$ cat config.mk
export PLATFORM = sky130hd
export DESIGN_NAME = wait_event_monitor
export DESIGN_NICKNAME = d
export VERILOG_FILES = /design/src/rtl/wait_event_monitor_pkg.sv /design/src/rtl/wait_event_monitor_cond_eval.sv /design/src/rtl/wait_event_monitor.sv
export SDC_FILE = /design/constraint.sdc
export NUM_CORES = 1
export LEC_CHECK = 0
export CORE_ASPECT_RATIO = 0.8
export CORE_MARGIN = 1
export CORE_UTILIZATION = 49
export CTS_CLUSTER_SIZE = 40
export DETAILED_ROUTE_END_ITERATION = 6
export GPL_TIMING_DRIVEN = 0
export PLACE_DENSITY = 0.81
export SLEW_MARGIN = 10
export SYNTH_ARGS = -nofsm -noshare
export SYNTH_HDL_FRONTEND = slang
export SYNTH_SLANG_ARGS = --single-unit
$ cat constraint.sdc
create_clock -name clk -period 4.1 [get_ports clk]
set_input_delay 0.82 -clock clk [delete_from_list [all_inputs] [get_ports clk]]
set_output_delay 0.82 -clock clk [all_outputs]
set_load 0.01 [all_outputs]
$ cat src/rtl/wait_event_monitor_pkg.sv
// Shared types for the wait-event monitor: condition modes, completion status
// codes and the controller state encoding.
package wait_event_monitor_pkg;

    localparam int C_MODE_NB = 5;

    typedef enum logic [2:0] {
        MODE_RISE  = 3'd0,
        MODE_FALL  = 3'd1,
        MODE_HIGH  = 3'd2,
        MODE_LOW   = 3'd3,
        MODE_MATCH = 3'd4
    } mode_e;

    typedef enum logic [1:0] {
        STATUS_HIT     = 2'd0,
        STATUS_TIMEOUT = 2'd1,
        STATUS_BAD_CMD = 2'd2
    } status_e;

    typedef enum logic [1:0] {
        S_IDLE = 2'd0,
        S_WAIT = 2'd1,
        S_DONE = 2'd2
    } state_e;

endpackage

$ cat src/rtl/wait_event_monitor_cond_eval.sv
// Combinational condition evaluator: selects one channel and tests it for an
// edge, a level or a masked match against the armed command.
module wait_cond_eval
    import wait_event_monitor_pkg::*;
#(
    parameter int WAIT_SIZE  = 5,
    parameter int WAIT_WIDTH = 32,
    parameter int CHAN_W     = 3
) (
    input  logic [WAIT_SIZE*WAIT_WIDTH-1:0] wait_signals,
    input  logic [WAIT_SIZE-1:0]            prev_bits,
    input  logic [CHAN_W-1:0]               chan,
    input  mode_e                           mode,
    input  logic [WAIT_WIDTH-1:0]           value,
    input  logic [WAIT_WIDTH-1:0]           mask,
    output logic                            cond
);

    logic [WAIT_WIDTH-1:0] chan_word [WAIT_SIZE];
    logic [WAIT_WIDTH-1:0] sel_word;
    logic                  sel_prev;

    generate
        for (genvar gi = 0; gi < WAIT_SIZE; gi++) begin : g_chan
            assign chan_word[gi] = wait_signals[gi*WAIT_WIDTH +: WAIT_WIDTH];
        end
    endgenerate

    // An out-of-range channel selects nothing; such commands never reach WAIT.
    always_comb begin
        sel_word = '0;
        sel_prev = 1'b0;
        for (int k = 0; k < WAIT_SIZE; k++) begin
            if (CHAN_W'(k) == chan) begin
                sel_word = chan_word[k];
                sel_prev = prev_bits[k];
            end
        end
    end

    always_comb begin
        cond = 1'b0;
        case (mode)
            MODE_RISE:  cond = !sel_prev && sel_word[0];
            MODE_FALL:  cond = sel_prev && !sel_word[0];
            MODE_HIGH:  cond = sel_word[0];
            MODE_LOW:   cond = !sel_word[0];
            MODE_MATCH: cond = ((sel_word & mask) == (value & mask));
            default:    cond = 1'b0;
        endcase
    end

endmodule

$ cat src/rtl/wait_event_monitor.sv
// Command-driven wait monitor: arms a condition on one channel, waits for it
// (optionally bounded by a timeout) and reports the outcome with a done pulse.
module wait_event_monitor
    import wait_event_monitor_pkg::*;
#(
    parameter int  WAIT_SIZE  = 5,
    parameter int  WAIT_WIDTH = 32,
    parameter int  TIMEOUT_W  = 32,
    localparam int CHAN_W     = (WAIT_SIZE > 1) ? $clog2(WAIT_SIZE) : 1
) (
    input  logic                            clk,
    input  logic                            rst_n,
    input  logic [WAIT_SIZE*WAIT_WIDTH-1:0] wait_signals,
    input  logic                            cmd_valid,
    output logic                            cmd_ready,
    input  logic [CHAN_W-1:0]               cmd_chan,
    input  logic [2:0]                      cmd_mode,
    input  logic [WAIT_WIDTH-1:0]           cmd_value,
    input  logic [WAIT_WIDTH-1:0]           cmd_mask,
    input  logic [TIMEOUT_W-1:0]            cmd_timeout,
    input  logic                            abort,
    output logic                            done_valid,
    output logic [1:0]                      done_status,
    output logic [TIMEOUT_W-1:0]            done_cycles,
    output logic [CHAN_W-1:0]               done_chan
);

    state_e                 state_reg;
    logic [WAIT_SIZE-1:0]   prev_reg;
    logic [WAIT_SIZE-1:0]   bit0_now;
    logic [CHAN_W-1:0]      chan_reg;
    mode_e                  mode_reg;
    logic [WAIT_WIDTH-1:0]  value_reg;
    logic [WAIT_WIDTH-1:0]  mask_reg;
    logic [TIMEOUT_W-1:0]   timeout_reg;
    logic [TIMEOUT_W-1:0]   counter_reg;
    logic                   cmd_ready_reg;
    logic                   done_valid_reg;
    status_e                done_status_reg;
    logic [TIMEOUT_W-1:0]   done_cycles_reg;
    logic [CHAN_W-1:0]      done_chan_reg;
    logic                   cond_hit;
    logic                   cmd_bad;
    logic                   timeout_hit;

    generate
        for (genvar gi = 0; gi < WAIT_SIZE; gi++) begin : g_bit0
            assign bit0_now[gi] = wait_signals[gi*WAIT_WIDTH];
        end
    endgenerate

    assign cmd_bad     = (32'(cmd_chan) >= WAIT_SIZE) || (cmd_mode >= 3'(C_MODE_NB));
    assign timeout_hit = (timeout_reg != '0) && (counter_reg == timeout_reg - TIMEOUT_W'(1));

    wait_cond_eval #(
        .WAIT_SIZE  (WAIT_SIZE),
        .WAIT_WIDTH (WAIT_WIDTH),
        .CHAN_W     (CHAN_W)
    ) u_cond_eval (
        .wait_signals (wait_signals),
        .prev_bits    (prev_reg),
        .chan         (chan_reg),
        .mode         (mode_reg),
        .value        (value_reg),
        .mask         (mask_reg),
        .cond         (cond_hit)
    );

    always_ff @(posedge clk) begin
        if (!rst_n) begin
            state_reg       <= S_IDLE;
            prev_reg        <= '0;
            chan_reg        <= '0;
            mode_reg        <= MODE_RISE;
            value_reg       <= '0;
            mask_reg        <= '0;
            timeout_reg     <= '0;
            counter_reg     <= '0;
            cmd_ready_reg   <= 1'b1;
            done_valid_reg  <= 1'b0;
            done_status_reg <= STATUS_HIT;
            done_cycles_reg <= '0;
            done_chan_reg   <= '0;
        end else begin
            // Edge detection needs the previous bit 0 even while idle.
            prev_reg       <= bit0_now;
            done_valid_reg <= 1'b0;
            case (state_reg)
                S_IDLE: begin
                    if (cmd_valid) begin
                        cmd_ready_reg <= 1'b0;
                        chan_reg      <= cmd_chan;
                        value_reg     <= cmd_value;
                        mask_reg      <= cmd_mask;
                        timeout_reg   <= cmd_timeout;
                        counter_reg   <= '0;
                        if (cmd_bad) begin
                            mode_reg        <= MODE_RISE;
                            state_reg       <= S_DONE;
                            done_valid_reg  <= 1'b1;
                            done_status_reg <= STATUS_BAD_CMD;
                            done_cycles_reg <= '0;
                            done_chan_reg   <= cmd_chan;
                        end else begin
                            mode_reg  <= mode_e'(cmd_mode);
                            state_reg <= S_WAIT;
                        end
                    end
                end
                S_WAIT: begin
                    if (abort) begin
                        state_reg     <= S_IDLE;
                        cmd_ready_reg <= 1'b1;
                    end else if (cond_hit) begin
                        state_reg       <= S_DONE;
                        done_valid_reg  <= 1'b1;
                        done_status_reg <= STATUS_HIT;
                        done_cycles_reg <= counter_reg;
                        done_chan_reg   <= chan_reg;
                    end else if (timeout_hit) begin
                        state_reg       <= S_DONE;
                        done_valid_reg  <= 1'b1;
                        done_status_reg <= STATUS_TIMEOUT;
                        done_cycles_reg <= timeout_reg;
                        done_chan_reg   <= chan_reg;
                    end else if (counter_reg != '1) begin
                        counter_reg <= counter_reg + TIMEOUT_W'(1);
                    end
                end
                S_DONE: begin
                    state_reg     <= S_IDLE;
                    cmd_ready_reg <= 1'b1;
                end
                default: begin
                    state_reg     <= S_IDLE;
                    cmd_ready_reg <= 1'b1;
                end
            endcase
        end
    end

    assign cmd_ready   = cmd_ready_reg;
    assign done_valid  = done_valid_reg;
    assign done_status = done_status_reg;
    assign done_cycles = done_cycles_reg;
    assign done_chan   = done_chan_reg;

endmodule

# Word level (Yosys, flattened, before mapping)
# Cells that the tools add are included.
# totals
register_bits	180
wordCells	107
output_inout_bits	39
inputBits	266
# classes
reduce_logical	16
eq_ne	21
mux	51
bitwise_logic	2
add_sub_neg	2
order_cmp	2
# ops
cell	n
$mux 32	15
$pmux 32 s2	2
$and 32x32->32	2
$eq 32x32->1	2
$add 32x1->32 const B	1
$ne 32x32->1 const B	1
$reduce_bool 32->1	1
$sub 32x1->32 const B	1
$mux 2	10
$mux 3	6
$ne 2x2->1 const B	7
$mux 1	12
$pmux 2 s2	2
$eq 2x3->1 const A	2
$eq 3x2->1 const B	2
$ge 3x3->1 const B	2
$logic_not 3->1	2
$pmux 3 s2	1
$reduce_and 2->1	3
$reduce_and 6->1	1
$pmux 1 s5	1
$reduce_and 5->1	1
$ne 4x4->1 const B	1
$pmux 1 s2	2
11 further kinds	14

# Logic depth before layout (Yosys ltp)
# Gate-level depths: netlist of run 1.
# logic_depth
ltp_word	12
ltp_mapped	16
depth_no_buf	12

# Cells and area by module
# A second synthesis of run 1 with hierarchy kept.
# unflattened
hier_cells	1233
area_unflattened_um2	10855.4
# modules_own_cells
mod	seq_area_each_um2	instances	cells_each	area_per_inst_um2
wait_event_monitor	3603.5	1	996	8754.6
wait_cond_eval	0.0	1	237	2100.8

# Worst setup path before layout of run 1
# No wires, ideal clock.
# synth_timing
path_kind	reg-to-reg
startpoint	register timeout_reg[17]
endpoint	register done_cycles_reg[10] (netlist: done_cycles[10])
required_ns	3.985
path_stages_with_launch	13
setup_time_ns	0.115
slack_ns	0.567
t_arrival_ns	3.417
path_buffers	2
period_less_slack_ns	3.533
path_cell_list	dfxtp_1 buf_2 or4_4 or4_1 a2111o_1 o21ai_1 o2111ai_1 or4_4 or4_4 nand2_4 a21oi_2 buf_4 o2bb2ai_2
# synth_between
elab_chain_len	5
word_cells_on_any_way	6
classes_between	add/sub: 1; eq/ne: 2; reduce/logical: 3
# synth_rtl
item	line_no	rtl
start, declared	wait_event_monitor.sv:35	logic [TIMEOUT_W-1:0] timeout_reg;
start signal, assigned	wait_event_monitor.sv:95	timeout_reg <= cmd_timeout;
$sub 32x1->32	wait_event_monitor.sv:53	assign timeout_hit = (timeout_reg != '0) && (counter_reg == timeout_reg - TIMEOUT_W'(1));
$eq 32x32->1	wait_event_monitor.sv:53	
$logic_and 1x1->1 (*)	wait_event_monitor.sv:53	
$ne 3x3->1 (no source line) (*)	n/a	
$reduce_and 5->1 (no source line) (*)	n/a	
end signal, assigned	wait_event_monitor.sv:118	done_cycles_reg <= counter_reg;
end signal, assigned	wait_event_monitor.sv:124	done_cycles_reg <= timeout_reg;
end, declared	wait_event_monitor.sv:40	logic [TIMEOUT_W-1:0] done_cycles_reg;
# Mark *: on every way between the ends. The rest lies on a longest branch, timed or not.
# A chain may end at the register's enable or synchronous reset.

# Worst setup path after layout of run 1
# layout_timing
startpoint	register timeout_reg[16]
endpoint	register done_cycles_reg[3] (netlist: done_cycles[3])
# Same word-level chain as after synthesis.

==> results.json, run 1 <==
{
  "outcome": "complete, but fails checks",
  "failed_checks": "DRC, setup timing",
  "muxShareOfSynthArea_pct": 9.27,
  "wl_met3_um": 5530,
  "cp_data_arrival_time_ns": 4.50,
  "tritoncts": "built",
  "synthArstFlopShare_pct": 0,
  "leakagePower_nw": 5.63,
  "routed-wl-met2_um": 19200,
  "period_share_pct": 101,
  "drt_pass1_iterations": 7,
  "clock_sink_count": 180,
  "grt_overflow": 0,
  "number_of_standard_cell_rows_in_the_floorplan": 48,
  "place.detailed.hpwl_um": 35100,
  "synth_area_leader_cell": "sky130_fd_sc_hd__dfxtp_1",
  "worstPathRequired_ns": 4.48,
  "post_route_total_power_mw": 5.14,
  "cellPowerDensity_nw_per_um2": 327,
  "maxSlewViolCount": 0,
  "placement.setup.worst_slack_ns": -0.875,
  "rsz_0062_raised_after_global_routing": "yes",
  "number_of_global_route_vias_before_repair": 10990,
  "utilization_pct": 72.0,
  "number_of_cells_on_the_worst_reg_to_reg_path": 13,
  "number_of_hold_violations_in_the_final_report": 0,
  "smallest_setup_slack_after_layout_ns": -0.0281,
  "global_route_wire_length_before_repair_um": 64900,
  "insertion_delay_ns": 0.45,
  "synth_enable_flop_cells": 0,
  "die-width_um": 170,
  "remaining_drc_errors": 1,
  "grt_start_max_net_pins": 20,
  "cts_hold_buffers": 0,
  "design.portCount": 305,
  "main_combinational_cell_family_by_area_after_synthesis": "simple AND/OR/NAND/NOR gates",
  "yosysTopAreaCellShare_pct": 32.5,
  "timing.critical_path.to_type": "flip-flop",
  "postSynthCellCount": 1352,
  "net_count_of_the_mapped_netlist": 1621,
  "drive_gt1_share_pct": 10.3,
  "post_route_antenna_net_violation_count": 0,
  "cts_root_buf": "sky130_fd_sc_hd__clkbuf_16",
  "number_of_h_tree_levels": 4,
  "final.setup_skew_ns": 0.0112,
  "synth_simple_gate_area_share_pct": 24.6,
  "hold-path-cell-count": 1,
  "ys.flop_type": "sky130_fd_sc_hd__dfxtp_1",
  "finalSetupViolCount": 23,
  "die_height_um": 136,
  "path_class": "flip-flop to flip-flop",
  "routed_wirelength_um": 45900,
  "yosys.area_share.adder_pct": 0.339,
  "cts_buffer_depth": 2,
  "clk_slew_on_worst_s_h_paths_ns": 0.08,
  "syn2layout_area_growth_pct": 42.1,
  "tightestPinTransition_ns": 0.836,
  "final_wtd_congestion": 1.00,
  "vdd.ir_drop.worst_v": 0.000326,
  "relative_slew_margins_pct": 44.2,
  "drv.max_cap_violation_count": 0,
  "die_area_um2": 23200,
  "min_period_ns": 4.13,
  "postSynthAreaPerCell_um2": 8.19,
  "antenna_found_initial": 3,
  "port_buffers": 304,
  "post-route-cell-area_um2": 15700,
  "numCtsBuffers": 17,
  "placed_cell_area_um2": 14500,
  "wl_per_cell_um": 22.9,
  "synth-xor-area-share_pct": 5.30,
  "synth_area_leaders": "sky130_fd_sc_hd__dfxtp_1, sky130_fd_sc_hd__nand2_1, sky130_fd_sc_hd__mux2i_1",
  "yosysWarnings": 0,
  "yosys.cell_types.count": 83,
  "setup.worst_path.start_class": "flip-flop",
  "met1_length_um": 20200,
  "routed-via-count": 12194,
  "netlist_area_um2": 11100,
  "critical_path_peak_fanout": 8,
  "synth_compound_gate_area_share_pct": 23.4,
  "placeableCoreArea_um2": 21900,
  "via_per_inst": 6.09,
  "hold_class": "flip-flop to flip-flop",
  "grt.total_usage_pct": 37.7,
  "finalNetCount": 1957,
  "yosys_register_bits": 180,
  "ys_seq_area_share_pct": 32.5,
  "initial_core_util_pct": 50.7,
  "routed.top_layer": "met4",
  "drc_marker_count_from_the_first_detailed_route_iteration": 1589,
  "timing.fmax_ghz": 0.242
}
[critical path, cell delays in order (launching register included)]
cell	delay [ns]
sky130_fd_sc_hd__dfxtp_1	0.32
sky130_fd_sc_hd__buf_6	0.15
sky130_fd_sc_hd__or4_4	0.57
sky130_fd_sc_hd__or4_4	0.43
sky130_fd_sc_hd__a2111o_1	0.40
sky130_fd_sc_hd__o21ai_2	0.08
sky130_fd_sc_hd__o2111ai_2	0.19
sky130_fd_sc_hd__or4_4	0.63
sky130_fd_sc_hd__or4_4	0.59
sky130_fd_sc_hd__nand2_8	0.12
sky130_fd_sc_hd__nand4_4	0.11
sky130_fd_sc_hd__buf_12	0.18
sky130_fd_sc_hd__clkbuf_16	0.16
sky130_fd_sc_hd__o2bb2ai_2	0.11
[synth_stat cells (9+ instances only)]
cell / number
sky130_fd_sc_hd__nand4_1: 12
sky130_fd_sc_hd__o21ai_0: 40
sky130_fd_sc_hd__xnor2_1: 22
sky130_fd_sc_hd__nand3_1: 39
sky130_fd_sc_hd__a21boi_0: 103
sky130_fd_sc_hd__mux2i_1: 88
sky130_fd_sc_hd__or4_1: 23
sky130_fd_sc_hd__o22ai_1: 31
sky130_fd_sc_hd__nand3b_1: 21
sky130_fd_sc_hd__inv_1: 10
sky130_fd_sc_hd__a22oi_1: 11
sky130_fd_sc_hd__xor2_1: 45
sky130_fd_sc_hd__nand2_1: 300
sky130_fd_sc_hd__or3_1: 15
sky130_fd_sc_hd__nor4_1: 15
sky130_fd_sc_hd__clkbuf_1: 75
sky130_fd_sc_hd__dfxtp_1: 180
sky130_fd_sc_hd__o31ai_1: 15
sky130_fd_sc_hd__mux2_2: 9
sky130_fd_sc_hd__buf_2: 13
sky130_fd_sc_hd__nand2b_1: 17
sky130_fd_sc_hd__nor2_1: 36
sky130_fd_sc_hd__and2_1: 11
sky130_fd_sc_hd__o211ai_1: 9
sky130_fd_sc_hd__o2bb2ai_2: 30
sky130_fd_sc_hd__nor2b_1: 10
sky130_fd_sc_hd__a21oi_1: 37
[layer usage]
metal	global-route usage (%)	up-vias
met5	0	-
met4	9.61	0
met3	8.18	78
met2	54.0	766
met1	56.3	5798
li1	-	5552
[cells in the final DEF, fill, tap and decap left out, drive strengths merged, types with 11 or more instances in the layout]
| master | Yosys | routed |
|---|---|---|
| nor2 | 36 | 36 |
| and2 | 11 | 11 |
| nand2b | 17 | 17 |
| o2bb2ai | 33 | 33 |
| nand3 | 39 | 39 |
| buf | 27 | 33 |
| mux2i | 88 | 88 |
| or4 | 26 | 26 |
| nand2 | 301 | 301 |
| clkdlybuf4s50 | 0 | 304 |
| dfxtp | 180 | 180 |
| clkbuf | 76 | 100 |
| nand4 | 14 | 14 |
| nand3b | 21 | 21 |
| o22ai | 31 | 31 |
| a21boi | 103 | 103 |
| a21oi | 39 | 39 |
| or3 | 15 | 15 |
| nor4 | 18 | 18 |
| o31ai | 15 | 15 |
| a22oi | 11 | 11 |
| o21ai | 47 | 47 |
| inv | 10 | 16 |
| xor2 | 45 | 45 |
| xnor2 | 22 | 22 |
[path summary, 6_finish.rpt]
kind                     to  slack, ns             from
max reg2reg  done_cycles[3]      -0.03  timeout_reg[16]
max          done_cycles[3]      -0.03  timeout_reg[16]
min          done_cycles[9]       0.47   done_cycles[9]
min reg2reg  done_cycles[9]       0.47   done_cycles[9]
[metrics by stage]
stage	instances	setup TNS (ns)	hold slack (ns)
CTS	1992	-0.0195	0.469
finish	2003	-0.280	0.473
detailed placement	1956	-47.10	0.451
floorplan	1352	0	0.444
global placement	1956	-43.62	0.446
global route	2003	-1.31	0.484
[area by class of cell]
class | count | area [um^2]
timing repair buffer | 319 | 3220
sequential | 180 | 3600
antenna | 2 | 5.00
multi-input combinational | 1059 | 7330
inverter | 10 | 37.5
clock inverter | 15 | 213
fill | 1755 | 6120
buffer | 101 | 528
tap | 300 | 375
clock buffer | 17 | 425
[where the power goes]
part	leakage, nW	switching (mW)	internal, mW
Sequential	1.47	0.111	1.83
Combinational	3.85	0.781	0.639
Clock	0.307	0.842	0.942
Total	5.63	1.73	3.41
[kinds of logic (layout without fill, tap and decap cells)]
logic type / after synthesis / in the layout
buffers and inverters: 113 / 462
xor gates and xnor gates: 67 / 67
other: 0 / 2
adders and majority gates: 3 / 3
and+or+nand+nor: 550 / 550
muxes: 99 / 99
AOI/OAI and AO/OA: 340 / 340
DFF: 180 / 180
[what timing repair did]
item                                   CTS  global route
setup endpoints to repair               71            64
endpoints found under the hold margin    0             0
buffers inserted                         5             7
gates resized for setup                 26            57
cloned                                   0             3
pin swaps                                2            39
(Power assumes the default switching activity.)
==> inputs of run 2 (changes only) <==
CORE_ASPECT_RATIO = 2   (was 0.8)
==> run 2 against run 1 <==
Compared with the run above:
- the run now ends clean
- via count decreased by 0.69%
- sequential share of layout area grew 0.34 points
- flip-flop and latch count unchanged
- critical path type unchanged
- highest routed layer is now met5
==> results.json, run 2 (synthesis gave the netlist of run 1 again) <==
{
  "outcome": "completed",
  "p_comb_share_pct": 27.0,
  "die-width_um": 108,
  "layout_commonest_cell": "sky130_fd_sc_hd__clkdlybuf4s50_1",
  "hold_class": "flip-flop to flip-flop",
  "final_wtd_congestion": 0.957,
  "dp_cells": 1932,
  "grt_start_max_net_pins": 18,
  "power.internal_mw": 3.51,
  "number_of_global_route_vias_before_repair": 12195,
  "num-fill-cells": 1829,
  "die_height_um": 215,
  "clock_sink_count": 180,
  "global_route_wire_length_before_repair_um": 71700,
  "critical_path.reg2reg.startpoint": "timeout_reg[16]",
  "worstPathRequired_ns": 4.49,
  "multi_input_area_um2": 7160,
  "post_route_antenna_net_violation_count": 0,
  "place.detailed.hpwl_um": 39200,
  "finalNonFillerCells": 1982,
  "number_of_standard_cell_rows_in_the_floorplan": 77,
  "drc_marker_count_from_the_first_detailed_route_iteration": 627,
  "number_of_cells_on_the_worst_reg_to_reg_path": 13,
  "number_of_hold_violations_in_the_final_report": 0,
  "utilization_pct": 70.1,
  "cts_root_buf": "sky130_fd_sc_hd__clkbuf_16",
  "power_frac_seq_pct": 37.5,
  "number_of_h_tree_levels": 4,
  "critical_path_peak_fanout": 10,
  "drt_pass1_iterations": 7,
  "via_per_inst": 6.11,
  "vdd.ir_drop.worst_v": 0.000316,
  "insertion_delay_ns": 0.46,
  "wl_per_cell_um": 25.2,
  "routed-via-count": 12110,
  "die_area_um2": 23200,
  "grt_overflow": 0,
  "p_switching_mw": 1.67,
  "drive_gt1_share_pct": 10.4,
  "grt.total_usage_pct": 42.6,
  "clk_slew_on_worst_s_h_paths_ns": 0.07,
  "regToRegEndpoint": "done_cycles[20]",
  "relative_slew_margins_pct": 42.3,
  "tightestPinTransition_ns": 0.865,
  "timing.fmax_ghz": 0.247,
  "cts_buffer_depth": 2,
  "period_share_pct": 98.7,
  "layout_common_cells": "sky130_fd_sc_hd__clkdlybuf4s50_1, sky130_fd_sc_hd__nand2_1, sky130_fd_sc_hd__dfxtp_1, sky130_fd_sc_hd__a21boi_0, sky130_fd_sc_hd__mux2i_1",
  "switching_share_pct": 32.3,
  "timing.critical_path.to_type": "flip-flop",
  "setup.worst_path.start_class": "flip-flop",
  "remaining_drc_errors": 0,
  "maxSlewViolCount": 0,
  "design.portCount": 305,
  "critPathLaunch": "timeout_reg[16]",
  "min_period_ns": 4.05,
  "initial_core_util_pct": 50.0,
  "finalNetCount": 1960,
  "path_class": "flip-flop to flip-flop",
  "syn2layout_area_growth_pct": 40.3,
  "r2r_slack_ns": 0.05,
  "placeableCoreArea_um2": 22200,
  "antenna_found_initial": 3,
  "cts_hold_buffers": 0,
  "clkPwrFrac_pct": 35.5,
  "numCtsBuffers": 17,
  "tritoncts": "built",
  "leakagePower_nw": 5.63,
  "area.sequential_um2": 3610,
  "routed_wirelength_um": 49900,
  "port_buffers": 304,
  "cellPowerDensity_nw_per_um2": 333,
  "drv.max_cap_violation_count": 0,
  "final.setup_skew_ns": 0.0134,
  "finalSetupViolCount": 0,
  "crit_end": "done_cycles[20]",
  "cp_data_arrival_time_ns": 4.43
}
==> run 2: worst min path at each step <==
stage,startpoint,endpoint,slack (ns),cells after the start
after floorplan,mask_reg[1],mask_reg[1],0.44,2
after global placement,done_chan[0],done_chan[0],0.45,2
after detailed placement,done_cycles[31],done_cycles[31],0.45,1
after CTS,value_reg[7],value_reg[7],0.48,2
after global routing,done_cycles[4],done_cycles[4],0.49,1
final,done_cycles[4],done_cycles[4],0.48,1
==> run 2: metrics by stage <==
| step | setup TNS, ns | worst slack [ns] | area, um^2 | power, mW | hold WS, ns |
|---|---|---|---|---|---|
| 2_1_floorplan | 0 | 0.567 | 11100 | 2.63 | 0.444 |
| 3_3_place_gp | -43.59 | -0.858 | 14500 | 3.23 | 0.450 |
| 3_5_place_dp | -46.77 | -0.867 | 14500 | 3.25 | 0.450 |
| 4_1_cts | 0 | 0.000903 | 15400 | 5.10 | 0.475 |
| 5_1_grt | -3.61 | -0.125 | 15500 | 5.32 | 0.485 |
| 6_report | 0 | 0.0542 | 15500 | 5.18 | 0.476 |
==> run 2: layout make-up <==
| cell class | instances | area share [%] |
|---|---|---|
| buffer | 98 | 3.21 |
| antenna | 2 | 0.0322 |
| sequential | 180 | 23.2 |
| timing repair buffer | 325 | 20.8 |
| clock buffer | 17 | 2.74 |
| clock inverter | 15 | 1.40 |
| multi-input combinational | 1059 | 46.1 |
| tap | 276 | 2.22 |
| inverter | 10 | 0.242 |
==> run 2: critical path, stage by stage (launching register included) <==
cell and delay, ns:
sky130_fd_sc_hd__dfxtp_1 0.31, sky130_fd_sc_hd__buf_6 0.14, sky130_fd_sc_hd__or4_4 0.55, sky130_fd_sc_hd__or4_1 0.47, sky130_fd_sc_hd__a2111o_1 0.31, sky130_fd_sc_hd__o21ai_2 0.10, sky130_fd_sc_hd__o2111ai_4 0.18, sky130_fd_sc_hd__or4_4 0.62
sky130_fd_sc_hd__or4_4 0.55, sky130_fd_sc_hd__nand2_4 0.12, sky130_fd_sc_hd__nand4_4 0.15, sky130_fd_sc_hd__buf_12 0.19, sky130_fd_sc_hd__buf_8 0.15, sky130_fd_sc_hd__o2bb2ai_2 0.13
==> run 2: timing repair <==
action / CTS / global route
buffers inserted: 11 / 9
cloned: 1 / 0
setup endpoints to repair: 72 / 67
resized for setup: 42 / 30
pin swaps: 7 / 10
==> run 2: metal layers <==
metal	GRT usage [%]	routed length, um
met2	76.9	25600
met5	0	13
met4	40.6	5500
met1	36.3	15200
met3	10.8	3650
==> run 2: power by group through the flow <==
stage | Clock, mW | Sequential [mW] | Combinational [mW]
after global routing | 1.91 | 1.95 | 1.47
after floorplan | 0 | 1.93 | 0.697
final | 1.84 | 1.94 | 1.40
after detailed placement | 0 | 1.97 | 1.28
after CTS | 1.84 | 1.94 | 1.33
after global placement | 0 | 1.96 | 1.27
